--- config.mk ---
export PLATFORM = sky130hd
export DESIGN_NAME = app_fracture_flat
export DESIGN_NICKNAME = d
export VERILOG_FILES = /design/src/rtl/app_fracture_if.sv /design/src/rtl/app_fracture.sv /design/src/flat_wrapper.sv
export SDC_FILE = /design/constraint.sdc
export NUM_CORES = 1
export LEC_CHECK = 0
export CORE_MARGIN = 8
export CORE_UTILIZATION = 50
export DETAILED_ROUTE_END_ITERATION = 12
export PLACE_DENSITY_LB_ADDON = 0.3
export RECOVER_POWER = 25
export REMOVE_ABC_BUFFERS = 1
export SYNTH_ARGS = -nofsm -noshare
export SYNTH_HDL_FRONTEND = slang
export SYNTH_SLANG_ARGS = --single-unit
--- constraint.sdc ---
create_clock -name clk_sys -period 2.69 [get_ports clk_sys]
set_input_delay 0.538 -clock clk_sys [delete_from_list [all_inputs] [get_ports clk_sys]]
set_output_delay 0.538 -clock clk_sys [all_outputs]
set_load 0.02 [all_outputs]
--- src/rtl/app_fracture_if.sv ---
// Ring-sample / fracture-status bundle between the acquisition front ends,
// app_fracture and app_reg.
interface app_fracture_if;
    logic [127:0] ph_ring;
    logic [7:0]   ph_vld;
    logic [15:0]  cfg_ring_th;
    logic [7:0]   clr_fracture;
    logic [7:0]   stu_fracture;
    logic [7:0]   frac_evt;
    logic         frac_irq;

    modport master (
        output ph_ring, ph_vld, cfg_ring_th, clr_fracture,
        input  stu_fracture, frac_evt, frac_irq
    );

    modport slave (
        input  ph_ring, ph_vld, cfg_ring_th, clr_fracture,
        output stu_fracture, frac_evt, frac_irq
    );
endinterface

--- src/rtl/app_fracture.sv ---
// Eight independent debounced ring-level fracture detectors with sticky status.
// Define APP_FRAC_IRQ_EN to build the registered frac_irq level; otherwise frac_irq is 0.
module app_fracture #(
    parameter int unsigned DEB_N = 4,
    parameter int unsigned CNT_W = 8
) (
    input  logic           clk_sys,
    input  logic           rst_n,
    app_fracture_if.slave  bus
);

    typedef enum logic [1:0] {ARMED, COUNTING, LATCHED} state_t;

    localparam logic [CNT_W-1:0] DEB_C = CNT_W'(DEB_N);
    localparam logic [CNT_W-1:0] ONE_C = CNT_W'(1);

    state_t           st_q  [8];
    logic [CNT_W-1:0] cnt_q [8];
    logic [7:0]       stu_q;
    logic [7:0]       evt_q;
    logic [7:0]       below_d;

    // Equal-to-threshold is not below, so a zero threshold can never fracture.
    always_comb begin
        below_d = '0;
        for (int k = 0; k < 8; k++) begin
            below_d[k] = bus.ph_ring[16*k +: 16] < bus.cfg_ring_th;
        end
    end

    always_ff @(posedge clk_sys or negedge rst_n) begin
        if (!rst_n) begin
            stu_q <= '0;
            evt_q <= '0;
            for (int k = 0; k < 8; k++) begin
                st_q[k]  <= ARMED;
                cnt_q[k] <= '0;
            end
        end else begin
            evt_q <= '0;
            for (int k = 0; k < 8; k++) begin
                // Clear takes priority over any sample arriving in the same cycle.
                if (bus.clr_fracture[k]) begin
                    st_q[k]  <= ARMED;
                    cnt_q[k] <= '0;
                    stu_q[k] <= 1'b0;
                end else begin
                    case (st_q[k])
                        ARMED: begin
                            if (bus.ph_vld[k] && below_d[k]) begin
                                if (DEB_N == 1) begin
                                    st_q[k]  <= LATCHED;
                                    cnt_q[k] <= DEB_C;
                                    stu_q[k] <= 1'b1;
                                    evt_q[k] <= 1'b1;
                                end else begin
                                    st_q[k]  <= COUNTING;
                                    cnt_q[k] <= ONE_C;
                                end
                            end
                        end
                        COUNTING: begin
                            if (bus.ph_vld[k]) begin
                                if (!below_d[k]) begin
                                    st_q[k]  <= ARMED;
                                    cnt_q[k] <= '0;
                                end else if (cnt_q[k] + ONE_C == DEB_C) begin
                                    st_q[k]  <= LATCHED;
                                    cnt_q[k] <= DEB_C;
                                    stu_q[k] <= 1'b1;
                                    evt_q[k] <= 1'b1;
                                end else begin
                                    cnt_q[k] <= cnt_q[k] + ONE_C;
                                end
                            end
                        end
                        default: ; // LATCHED holds until cleared
                    endcase
                end
            end
        end
    end

    assign bus.stu_fracture = stu_q;
    assign bus.frac_evt     = evt_q;

`ifdef APP_FRAC_IRQ_EN
    logic irq_q;

    always_ff @(posedge clk_sys or negedge rst_n) begin
        if (!rst_n) begin
            irq_q <= 1'b0;
        end else begin
            irq_q <= |stu_q;
        end
    end

    assign bus.frac_irq = irq_q;
`else
    assign bus.frac_irq = 1'b0;
`endif

endmodule

--- src/flat_wrapper.sv ---
// flat-port wrapper written by rule: the top's interface ports become plain ports
module app_fracture_flat 
#(
    parameter int unsigned DEB_N = 4,
    parameter int unsigned CNT_W = 8
)
  (clk_sys, rst_n, bus_ph_ring, bus_ph_vld, bus_cfg_ring_th, bus_clr_fracture, bus_stu_fracture, bus_frac_evt, bus_frac_irq);
  app_fracture_if bus_i ();
  input  logic clk_sys;
  input  logic rst_n;
  input wire logic [$bits(bus_i.ph_ring)-1:0] bus_ph_ring;
  input wire logic [$bits(bus_i.ph_vld)-1:0] bus_ph_vld;
  input wire logic [$bits(bus_i.cfg_ring_th)-1:0] bus_cfg_ring_th;
  input wire logic [$bits(bus_i.clr_fracture)-1:0] bus_clr_fracture;
  output wire logic [$bits(bus_i.stu_fracture)-1:0] bus_stu_fracture;
  output wire logic [$bits(bus_i.frac_evt)-1:0] bus_frac_evt;
  output wire logic [$bits(bus_i.frac_irq)-1:0] bus_frac_irq;
  assign bus_i.ph_ring = bus_ph_ring;
  assign bus_i.ph_vld = bus_ph_vld;
  assign bus_i.cfg_ring_th = bus_cfg_ring_th;
  assign bus_i.clr_fracture = bus_clr_fracture;
  assign bus_stu_fracture = bus_i.stu_fracture;
  assign bus_frac_evt = bus_i.frac_evt;
  assign bus_frac_irq = bus_i.frac_irq;
  app_fracture #(.DEB_N(DEB_N), .CNT_W(CNT_W)) u_core (.clk_sys(clk_sys), .rst_n(rst_n), .bus(bus_i));
endmodule
[After elaboration in Yosys (flattened, before gate mapping)]
Cells that the tools add are included.
Word-level totals
  bits in latches: 0
  memories kept: 0
  ROM bits: 0
  memory bits (writable): 0
  output and inout port bits: 17
  input bits: 162
  flip-flop bits (word level): 96
  word-level logic and storage cells: 337
Operators by class
  divide/modulo/power cells: 0
  bitwise gates (word level): 0
  shifts and indexed selects: 0
  multiply operators: 0
  equal/unequal tests: 40
  reductions and logical operators: 80
  $lt $le $gt $ge: 8
  mux-type cells: 176
  add/sub/neg operators: 8
Operators with widths (count)
  $mux 8: 40
  $lt 16x16->1: 8
  $pmux 8 s2: 8
  $mux 1: 80
  $mux 2: 40
  $add 8x1->8 const B: 8
  $eq 8x3->1 const B: 8
  $reduce_and 4->1: 16
  $reduce_bool 2->1: 32
  $ne 4x4->1 const B: 8
  $pmux 2 s2: 8
  $ne 3x2->1 const B: 8
  $ne 3x3->1 const B: 8
  $reduce_and 3->1: 8
  $reduce_bool 3->1: 8
  $eq 2x1->1 const B: 8
  $logic_not 2->1: 8
  $logic_and 1x1->1: 8

[Depth between registers and ports, before layout]
Gate-level depths: netlist of the first run.
  word-level depth: 7
  depth in mapped cells: 10

[Worst setup path after synthesis of the first run]
No wires, ideal clock.
  kind: input-to-reg
  start point: input port bus_cfg_ring_th[6]
  end point: register u_core.cnt_q[30] (netlist name)
  data arrival time: 2.651 ns
  stages: 9
  buffers on the path: 0
  library setup time: 0.083 ns
  slack: -0.044 ns
  data required time: 2.607 ns
  cells stage by stage: inv_1 > ha_1 > a21o_1 > a221oi_4 > o31ai_2 > a211oi_4 > nand3_4 > or4_1 > o21ai_0
On the way
  cells in the longest elaborated chain, start to end: 5
  elaborated cells between the ends (all ways): 8
  classes of those cells: order compare: 1; eq/ne: 1; mux: 4; reduce/logical: 2
RTL lines
  from (decl): RTL line flat_wrapper.sv:13  | input wire logic [$bits(bus_i.cfg_ring_th)-1:0] bus_cfg_ring_th;
  $lt 16x16->1 *: RTL line app_fracture.sv:27  | below_d[k] = bus.ph_ring[16*k +: 16] < bus.cfg_ring_th;
  $mux 8: RTL line app_fracture.sv:64  | if (!below_d[k]) begin
  $mux 8: RTL line app_fracture.sv:63  | if (bus.ph_vld[k]) begin
  $pmux 8 s2: RTL line app_fracture.sv:48  | case (st_q[k])
  $mux 8: RTL line app_fracture.sv:43  | if (bus.clr_fracture[k]) begin
  to (signal, indexed assignment): RTL line app_fracture.sv:73  | cnt_q[k] <= cnt_q[k] + ONE_C;
  to (decl): RTL line app_fracture.sv:18  | logic [CNT_W-1:0] cnt_q [8];
Every way passes the cells marked *; elsewhere a longest branch is shown, timed or not. The select of a mux whose other input is x is not followed.
A chain may end at the register's enable or synchronous reset.

[Final worst setup path of the first run]
  start point: input port bus_ph_ring[23]
  end point: register u_core.cnt_q[51] (netlist name)
On the way
  cells in the longest elaborated chain, start to end: 5
  elaborated cells between the ends (all ways): 8
  classes of those cells: order compare: 1; eq/ne: 1; mux: 4; reduce/logical: 2
RTL lines
  from (decl): RTL line flat_wrapper.sv:11  | input wire logic [$bits(bus_i.ph_ring)-1:0] bus_ph_ring;
  $lt 16x16->1 *: RTL line app_fracture.sv:27
  $mux 8: RTL line app_fracture.sv:64
  $mux 8: RTL line app_fracture.sv:63
  $pmux 8 s2: RTL line app_fracture.sv:48
  $mux 8: RTL line app_fracture.sv:43
Marked as above.

==> results of run 1 <==
==> where the power goes <==
| part | switching, mW | total [mW] | internal [mW] |
|---|---|---|---|
| clock | 0.595 | 1.32 | 0.725 |
| sequential | 0.0420 | 1.51 | 1.47 |
| combinational | 0.596 | 1.26 | 0.660 |
| total | 1.23 | 4.09 | 2.85 |
==> path summary, 6_finish.rpt <==
path | to | slack, ns | start | depth (start not counted)
setup / recovery | u_core.cnt_q[51]$_DFFE_PN0P_ | 0.02 | bus_ph_ring[23] | 11
hold / removal | u_core.bus.stu_fracture[5]$_DFFE_PN0P_ | 0.49 | u_core.bus.stu_fracture[5]$_DFFE_PN0P_ | 1
setup reg to reg | u_core.st_q[11]$_DFFE_PN0P_ | 0.43 | u_core.cnt_q[40]$_DFFE_PN0P_ | 8
hold reg to reg | u_core.bus.stu_fracture[5]$_DFFE_PN0P_ | 0.49 | u_core.bus.stu_fracture[5]$_DFFE_PN0P_ | 1
max in group asynchronous | u_core.cnt_q[10]$_DFFE_PN0P_ | 1.22 | rst_n | 2
min in group asynchronous | u_core.bus.frac_evt[0]$_DFF_PN0_ | 0.50 | rst_n | 1
==> state kept, by name, summed over array words and instances (netlist names) <==
name	count
u_core.cnt_q	64
u_core.st_q	16
u_core.bus.frac_evt	8
u_core.bus.stu_fracture	8
==> worst reg2reg max path, delay by kind of cell (launching register included) <==
| kind | cells | cell delay, ns |
|---|---|---|
| AO/OA/AOI/OAI | 2 | 0.58 |
| flip-flops | 1 | 0.45 |
| buffers and inverters | 1 | 0.19 |
| adder cells (fa/ha/maj) | 1 | 0.27 |
| AND/OR/NAND/NOR | 4 | 0.71 |
==> metrics by stage <==
stage / util (%) / worst slack (ns)
detailed placement: 67.3 / -0.666
CTS: 73.2 / 0.00209
floorplan: - / -0.0441
global placement: 67.3 / -0.678
global route: 74.8 / -0.0509
finish: 74.8 / 0.0239
==> area by class of cell <==
| cell class | count | area, um2 | area share (%) |
|---|---|---|---|
| multi-input cells | 755 | 6120 | 51.5 |
| repair buffers | 280 | 2600 | 21.9 |
| flip-flops and latches | 96 | 2400 | 20.2 |
| well taps | 216 | 270 | 2.27 |
| clock buffers | 10 | 229 | 1.93 |
| inverters | 39 | 184 | 1.55 |
| clock inverters | 6 | 67.6 | 0.569 |
| diodes | 1 | 2.50 | 0.0211 |
==> what timing repair did <==
| action | 4_1_cts | 5_1_grt |
|---|---|---|
| endpoints found under the setup margin | 79 | 72 |
| setup buffers | 20 | 6 |
| endpoints found under the hold margin | 0 | 0 |
| pin swaps | 27 | 19 |
| resized for setup | 109 | 44 |
==> layer usage <==
layer	GRT usage [%]	wire [um]
met5	0	14
met2	43.9	13400
met4	8.41	792
met3	5.84	1510
met1	30.5	11100
==> layout by cell type (no fill, tap or decap), types with 26 or more instances in the layout <==
master | synthesis | layout
o21ai_0 | 35 | 26
nand3_1 | 37 | 36
buf_4 | 2 | 91
a21oi_1 | 62 | 55
ha_1 | 136 | 115
clkdlybuf4s50_1 | 0 | 156
nand2_1 | 76 | 75
dfrtp_1 | 96 | 96
nor2_1 | 75 | 70
a21o_1 | 39 | 39
==> kinds of logic (layout without fill, tap and decap cells) <==
kind of cell               Yosys count  count (layout)  share of synthesized area (%)
and+or+nand+nor                    356             356                           23.5
AOI/OAI and AO/OA                  250             250                           22.1
adders and majority gates          136             136                           21.0
DFF                                 96              96                           29.7
buffers and inverters               47             335                           2.29
xor gates and xnor gates             7               7                          0.757
muxes                                5               5                          0.680
other                                1               2                         0.0463
==> impl_metrics.tcl, run 1 <==
set metrics [dict create \
    place.gp.congestion 0.883 \
    dr_total_vias 8206 \
    design_area_um2 11900 \
    worstPathArrival_ns 2.91 \
    grt_pass1_vias 8260 \
    yosys.cell_count.top_type "ha_1" \
    cts_tree "yes" \
    ant_nets 0 \
    crit_chain "clkdlybuf4s50_1 > ha_4 > and3_4 > nand2_4 > o41ai_4 > a211oi_2 > buf_4 > and4bb_1 > buf_6 > a21o_1 > a22o_1" \
    n_fill_cell 1090 \
    instances_no_fill 1403 \
    yosys_warnings 0 \
    slew_violations 0 \
    drc_errors 0 \
    max-cap-violations 0 \
    via_per_inst 5.85 \
    fp-row-count 46 \
    required_ns 2.93 \
    port_buffers 177 \
    cp_max_fo 6 \
    start_kind "primary input" \
    fin_skew_ns 0.00961 \
    post_drt_wl_per_cell_um 19.1 \
    overflow 0 \
    die_x_um 143 \
    power_density_nw_per_um2 344 \
    synth_common_cells "ha_1 (136), dfrtp_1 (96), nand2_1 (76)" \
    netlist_area_um2 8100 \
    clockBufferDepth 2 \
    hp-class "flop to flop" \
    finalSetupTns_ns 0 \
    antenna_found_initial 1 \
    dpl-instance-area_um2 10700 \
    critPathBufInv 3 \
    ys_top_cells_by_area "dfrtp_1 (30%), ha_1 (21%), a21oi_1 (3.8%)" \
    fin_hold_ws_ns 0.491 \
    drt-pass1-iter-count 5 \
    max_freq_mhz 375 \
    relSlewSlack_pct 3.83 \
    ys_ff_latch 96 \
    finalSetupViolations 0 \
    io_pins 179 \
    critical_path_class "primary input to flop" \
    synthArstFlopShare_pct 100 \
    clock_latency_ns 0.35 \
    synth_cells 898 \
    seq_area_frac_synth_pct 29.7 \
    nets 1479 \
    netlist.area_leader.share_pct 29.7 \
    start_util_pct 51.0 \
    drt-initial-drc-count 495 \
    critPathSlowestCell "clkdlybuf4s50_1" \
    wl_mm 26.8 \
    gr-usage-all-layers_pct 25.4 \
    layout-drive-gt1-share_pct 20.4 \
    cts_hold_buf 0 \
    syn2layout_area_growth_pct 46.7 \
    synthFlopType "dfrtp_1" \
    finalHoldViolCount 0 \
    grt_max_degree 53 \
    coreArea_um2 15900 \
    cts_inserted_buffers 9 \
    status "finished, final reports clean" \
    synth_area_leader_cell "dfrtp_1" \
    worst_pin_slew_ns 1.44 \
    cp-end-kind "flop" \
    synth_cell_types 82 \
    die-area_um2 20500 \
    clkSlewWorstSetupHoldPaths_ns 0.07 \
    critPathMaxStageDelay_ns 0.47 \
    clkSinkCount 96 \
    total_power_mw 4.09 \
    die-height_um 143 \
    irDropWorstVdd_mv 0.319 \
    root_buffer "clkbuf_16" \
    synth_edf_count 0 \
    grt_pass1_wl_mm 41.5 \
    min_period_over_period_pct 99.1 \
    place.detailed.hpwl_mm 19.3 \
    h-tree-depth 3 \
    p_leak_nw 5.53 \
    numPlacedInstances 1361 \
    avgSynthCellArea_um2 9.02 \
    period_needed_ns 2.67 \
    crit_family "buffers and inverters" \
]
Note: power is estimated with default switching activity, not from simulation.
==> inputs of run 2 (changes only) <==
--- a/config.mk
+++ b/config.mk
@@ -5,9 +5,11 @@
 export SDC_FILE = /design/constraint.sdc
 export NUM_CORES = 1
 export LEC_CHECK = 0
+export CAP_MARGIN = 20
 export CORE_MARGIN = 8
 export CORE_UTILIZATION = 50
 export DETAILED_ROUTE_END_ITERATION = 12
+export DONT_BUFFER_PORTS = 1
 export PLACE_DENSITY_LB_ADDON = 0.3
 export RECOVER_POWER = 25
 export REMOVE_ABC_BUFFERS = 1
==> run 2 against run 1 <==
Compared with the run above:
- the run now ends with hold timing left
- sequential share of layout area rose by 6.2 points
- total power shrank 12%
- highest routed layer is now met4
- largest power group unchanged
- hold slack worse by 0.61 ns
- flip-flop and latch count stayed put
- critical endpoint is now u_core.cnt_q[17]$_DFFE_PN0P_
==> impl_metrics.tcl, run 2 (synthesis results as in run 1) <==
set metrics [dict create \
    syn2layout_area_growth_pct 12.4 \
    r2r_slack_ns 0.47 \
    place.detailed.hpwl_mm 17.4 \
    status "finished, violations left" \
    top_regs "u_core.cnt_q x64, u_core.st_q x16" \
    power.clock.fraction_pct 38.3 \
    power_density_nw_per_um2 395 \
    worstPathArrival_ns 2.78 \
    largest_register "u_core.cnt_q" \
    cts_tree "yes" \
    start_kind "primary input" \
    drc_errors 0 \
    drt-initial-drc-count 350 \
    antenna_found_initial 0 \
    via_per_inst 5.85 \
    overflow 0 \
    h-tree-depth 3 \
    clkSinkCount 96 \
    wl_mm 21.8 \
    die_x_um 143 \
    io_pins 179 \
    required_ns 2.92 \
    cts_inserted_buffers 9 \
    coreArea_um2 15900 \
    largest_reg_flops 64 \
    timing.rr.end "u_core.bus.stu_fracture[0]$_DFFE_PN0P_" \
    fin_skew_ns 0.00591 \
    fin_hold_ws_ns -0.122 \
    p_int_mw 2.63 \
    critical_path_class "primary input to flop" \
    fp-row-count 46 \
    cp-end-kind "flop" \
    finalSetupTns_ns 0 \
    worst_pin_slew_ns 0.640 \
    gr-usage-all-layers_pct 21.6 \
    finalSetupViolations 0 \
    seq_power_share_pct 41.9 \
    cp_max_fo 7 \
    finalHoldViolCount 96 \
    die-area_um2 20500 \
    max-cap-violations 0 \
    ant_nets 0 \
    clock_latency_ns 0.35 \
    p_switching_uw 971 \
    postCtsSetupBuffers 0 \
    utilization_pct 57.3 \
    start_util_pct 51.0 \
    combPwrFrac_pct 19.9 \
    diodes 0 \
    die-height_um 143 \
    grt_pass1_vias 6715 \
    post_drt_wl_per_cell_um 18.5 \
    layout-drive-gt1-share_pct 11.7 \
    violations "hold timing" \
    timing.rr.start "u_core.cnt_q[56]$_DFFE_PN0P_" \
    netSwitchingFraction_pct 27.0 \
    final_common_cell "ha_1" \
    grt_max_degree 97 \
    grt_pass1_wl_mm 34.8 \
    dr_total_vias 6903 \
    final_cell_mix "ha_1 (136), dfrtp_1 (96), nand2_1 (76), nor2_1 (75), a21oi_1 (62)" \
    root_buffer "clkbuf_16" \
    drt-pass1-iter-count 4 \
    clkSlewWorstSetupHoldPaths_ns 0.07 \
    clockBufferDepth 2 \
    rsz0062_at_grt "false" \
    port_buffers 0 \
    max_freq_mhz 392 \
    relSlewSlack_pct 57.2 \
    p_leak_nw 4.50 \
    post_cts_resized 0 \
    slew_violations 0 \
    place.gp.congestion 0.863 \
    period_needed_ns 2.55 \
    nets 1259 \
    ff2ff_path_depth 9 \
    min_period_over_period_pct 94.8 \
    irDropWorstVdd_mv 0.306 \
    hp-class "primary input to async pin" \
]
[run 2: cell count changes in the layout (fill, tap and decap cells not counted), sizes merged]
cell	delta
clkinvlp	-5
clkbuf	-1
diode	-1
clkinv	-2
clkdlybuf4s50	-156
dlygate4sd2	-11
buf	-43
inv	+3
dlymetal6s2s	-8
bufinv	+1
[run 2: layout make-up]
cell class,instances,area [um2]
fillers,1440,6780
multi-input cells,755,5510
flip-flops and latches,96,2400
repair buffers,60,463
well taps,216,270
clock buffers,11,243
inverters,39,146
clock inverters,3,67.6
[run 2: worst max-delay path by stage]
stage	from	endpoint	cells after the start
2_1_floorplan	bus_cfg_ring_th[6]	u_core.cnt_q[30]$_DFFE_PN0P_	9
3_3_place_gp	bus_cfg_ring_th[14]	u_core.cnt_q[5]$_DFFE_PN0P_	10
3_5_place_dp	bus_cfg_ring_th[14]	u_core.cnt_q[7]$_DFFE_PN0P_	10
4_1_cts	bus_cfg_ring_th[14]	u_core.cnt_q[7]$_DFFE_PN0P_	10
5_1_grt	bus_cfg_ring_th[1]	u_core.cnt_q[33]$_DFFE_PN0P_	7
6_report	bus_cfg_ring_th[15]	u_core.cnt_q[17]$_DFFE_PN0P_	10
[run 2: per-layer routing]
layer | vias to the layer above | wire length [um] | global-route usage (%)
li1 | 3506 | - | -
met1 | 3201 | 9460 | 26.8
met2 | 161 | 9980 | 34.2
met3 | 35 | 1630 | 6.68
met4 | 0 | 702 | 9.13
met5 | - | 0 | 0
[run 2: metrics by stage]
| step | setup slack (ns) | std cells | total power, mW | area, um2 |
|---|---|---|---|---|
| after floorplan | -0.0441 | 890 | 2.00 | 8060 |
| after global placement | -0.214 | 1166 | 2.23 | 8790 |
| after detailed placement | -0.264 | 1166 | 2.25 | 8790 |
| after CTS | 0.130 | 1180 | 3.65 | 9100 |
| after global routing | 0.00278 | 1180 | 3.80 | 9100 |
| final | 0.141 | 1180 | 3.60 | 9100 |
[run 2: critical path: stages]
cell and delay, ns:
inv_1 0.17, buf_4 0.22, ha_1 0.29, nand2_1 0.06
nor2_1 0.14, nand2_1 0.07, o31a_1 0.30, o21a_1 0.19
nor2_1 0.41, mux2_2 0.40
[run 2: power by group through the flow]
stage	Clock [mW]	Sequential, mW	Combinational (mW)
2_1_floorplan	0	1.52	0.480
3_3_place_gp	0	1.53	0.696
3_5_place_dp	0	1.53	0.717
4_1_cts	1.42	1.50	0.721
5_1_grt	1.47	1.51	0.816
6_report	1.38	1.51	0.716
==> inputs of run 3 (changes only) <==
--- a/config.mk
+++ b/config.mk
@@ -8,9 +8,10 @@
 export CAP_MARGIN = 20
 export CORE_MARGIN = 8
 export CORE_UTILIZATION = 50
+export CTS_BUF_LIST = sky130_fd_sc_hd__clkbuf_16
 export DETAILED_ROUTE_END_ITERATION = 12
 export DONT_BUFFER_PORTS = 1
-export PLACE_DENSITY_LB_ADDON = 0.3
+export PLACE_DENSITY = 0.68
 export RECOVER_POWER = 25
 export REMOVE_ABC_BUFFERS = 1
 export SYNTH_ARGS = -nofsm -noshare
==> run 3 against run 2 <==
Compared with the run above:
- the run still ends with hold timing left
- cell area increased by 1.1%
- non-clock buffer count increased by 8
- fmax increased by 1.7%
- global-route usage decreased by 0.081 points
- critical path type unchanged
- critical endpoint is now u_core.cnt_q[6]$_DFFE_PN0P_
- largest cell class unchanged
==> impl_metrics.tcl, run 3 (synthesis results as in run 1) <==
set metrics [dict create \
    period_needed_ns 2.51 \
    multiInputGateArea_um2 5510 \
    route.met2.wl_mm 10.2 \
    top_layer_used "met4" \
    top_regs "u_core.cnt_q x64, u_core.st_q x16" \
    largest_register "u_core.cnt_q" \
    worst_pin_slew_ns 0.627 \
    n_fill_cell 1444 \
    grt_max_degree 97 \
    drt-pass1-iter-count 5 \
    place.gp.congestion 0.884 \
    post_drt_wl_per_cell_um 18.4 \
    final_common_cell "ha_1" \
    cp_max_fo 6 \
    rsz0062_at_grt "false" \
    critPathMaxStageDelay_ns 0.47 \
    finalHoldViolCount 96 \
    combPwrFrac_pct 20.2 \
    fin_skew_ns 0.00793 \
    largest_reg_flops 64 \
    critPathSlowestCell "or3_1" \
    place.detailed.hpwl_mm 17.8 \
    antenna_found_initial 1 \
    irDropWorstVdd_mv 0.301 \
    pre_cts_slack_ns -0.233 \
    port_buffers 0 \
    critical_path_class "primary input to flop" \
    fp-row-count 46 \
    root_buffer "clkbuf_16" \
    clock_latency_ns 0.35 \
    h-tree-depth 3 \
    finalSetupTns_ns 0 \
    io_pins 179 \
    coreArea_um2 15900 \
    fin_ws_ns 0.184 \
    syn2layout_area_growth_pct 13.6 \
    power_density_nw_per_um2 392 \
    required_ns 2.97 \
    power.clock.fraction_pct 38.0 \
    clkSinkCount 96 \
    ff2ff_path_depth 8 \
    worstPathArrival_ns 2.79 \
    grt_pass1_wl_mm 34.6 \
    layout-drive-gt1-share_pct 12.4 \
    overflow 0 \
    status "finished, violations left" \
    relSlewSlack_pct 58.2 \
    p_int_mw 2.62 \
    min_period_over_period_pct 93.1 \
    violations "hold timing" \
    clockBufferDepth 2 \
    wl_mm 21.8 \
    cts_inserted_buffers 9 \
    wl_met3_mm 1.58 \
    start_util_pct 51.0 \
    total_power_mw 3.60 \
    max_freq_mhz 399 \
    nets 1267 \
    ant_nets 0 \
    fin_hold_ws_ns -0.123 \
    slew_violations 0 \
    finalSetupViolations 0 \
    drt-initial-drc-count 297 \
    seq_area_um2 2400 \
    seq_power_share_pct 41.8 \
    dr_total_vias 7013 \
    hp-class "primary input to async pin" \
    netSwitchingFraction_pct 27.3 \
    clkSlewWorstSetupHoldPaths_ns 0.07 \
    p_leak_nw 4.56 \
    die_x_um 143 \
    wl_met1_mm 9.42 \
    start_kind "primary input" \
    cp-end-kind "flop" \
    die-height_um 143 \
    crit_chain "inv_1 > buf_4 > ha_1 > a21oi_1 > o21ai_0 > o21ai_1 > o211ai_2 > or3_1 > or4_1 > nand3_1" \
    die-area_um2 20500 \
    cts_tree "yes" \
    p_switching_uw 984 \
    via_per_inst 5.89 \
    max-cap-violations 0 \
    drc_errors 0 \
    final_cell_mix "ha_1 (136), dfrtp_1 (96), nand2_1 (76), nor2_1 (75), buf_4 (64)" \
    gr-usage-all-layers_pct 21.6 \
    grt_pass1_vias 6769 \
]
==> run 3: changes by cell type in the layout (fill, tap and decap cells not counted), sizes merged <==
| cell | change |
|---|---|
| clkbuf | -2 |
| buf | +8 |
| clkinvlp | -1 |
| diode | +1 |
| clkinv | +4 |
==> run 3: worst paths after layout <==
check	from	end	slack (ns)
worst max-delay path	bus_cfg_ring_th[7]	u_core.cnt_q[6]$_DFFE_PN0P_	0.18
worst min register to register	u_core.cnt_q[47]$_DFFE_PN0P_	u_core.cnt_q[47]$_DFFE_PN0P_	0.50
max in group asynchronous	rst_n	u_core.cnt_q[25]$_DFFE_PN0P_	2.61
worst max register to register	u_core.cnt_q[40]$_DFFE_PN0P_	u_core.st_q[11]$_DFFE_PN0P_	0.43
worst min-delay path	rst_n	u_core.cnt_q[56]$_DFFE_PN0P_	-0.12
min in group clk_sys	bus_clr_fracture[5]	u_core.st_q[4]$_DFFE_PN0P_	0.24
==> run 3: cell type report <==
type                       instances  share of cell area [%]
sequential                        96                    26.1
multi-input combinational        755                    59.9
timing repair buffer              68                    6.09
tap                              216                    2.94
clock buffer                       9                    2.45
clock inverter                     6                   0.925
antenna                            1                  0.0272
inverter                          39                    1.59
==> run 3: routing by layer <==
metal	vias up	GRT usage (%)
met5	-	0
met4	0	9.85
met3	34	6.04
met2	165	35.0
met1	3287	26.0
li1	3527	-
==> run 3: metrics by stage <==
step / std cells / instance area (um2) / utilization (%)
floorplan: 890 / 8060 / -
detailed placement: 1174 / 8890 / 56.0
CTS: 1189 / 9200 / 57.9
finish: 1190 / 9200 / 57.9
global placement: 1174 / 8890 / 56.0
global route: 1190 / 9200 / 57.9
==> run 3: worst max-delay path, delay by kind of cell <==
kind / cells / cell delay (ns)
AOI/OAI and AO/OA: 4 / 0.65
adders and majority gates: 1 / 0.23
buffers and inverters: 2 / 0.39
and+or+nand+nor: 3 / 0.98
==> run 3: power by group through the flow <==
stage	sequential [mW]	combinational (mW)	clock (mW)
6_report	1.51	0.728	1.37
5_1_grt	1.51	0.829	1.47
4_1_cts	1.51	0.732	1.41
3_5_place_dp	1.53	0.728	0
3_3_place_gp	1.53	0.710	0
2_1_floorplan	1.52	0.480	0
==> run 3: repair_timing <==
action                                  in CTS  in global routing
hold endpoints to repair                    96                 96
buffers inserted                             0                  0
resized for setup                            0                  1
endpoints found under the setup margin       0                  2
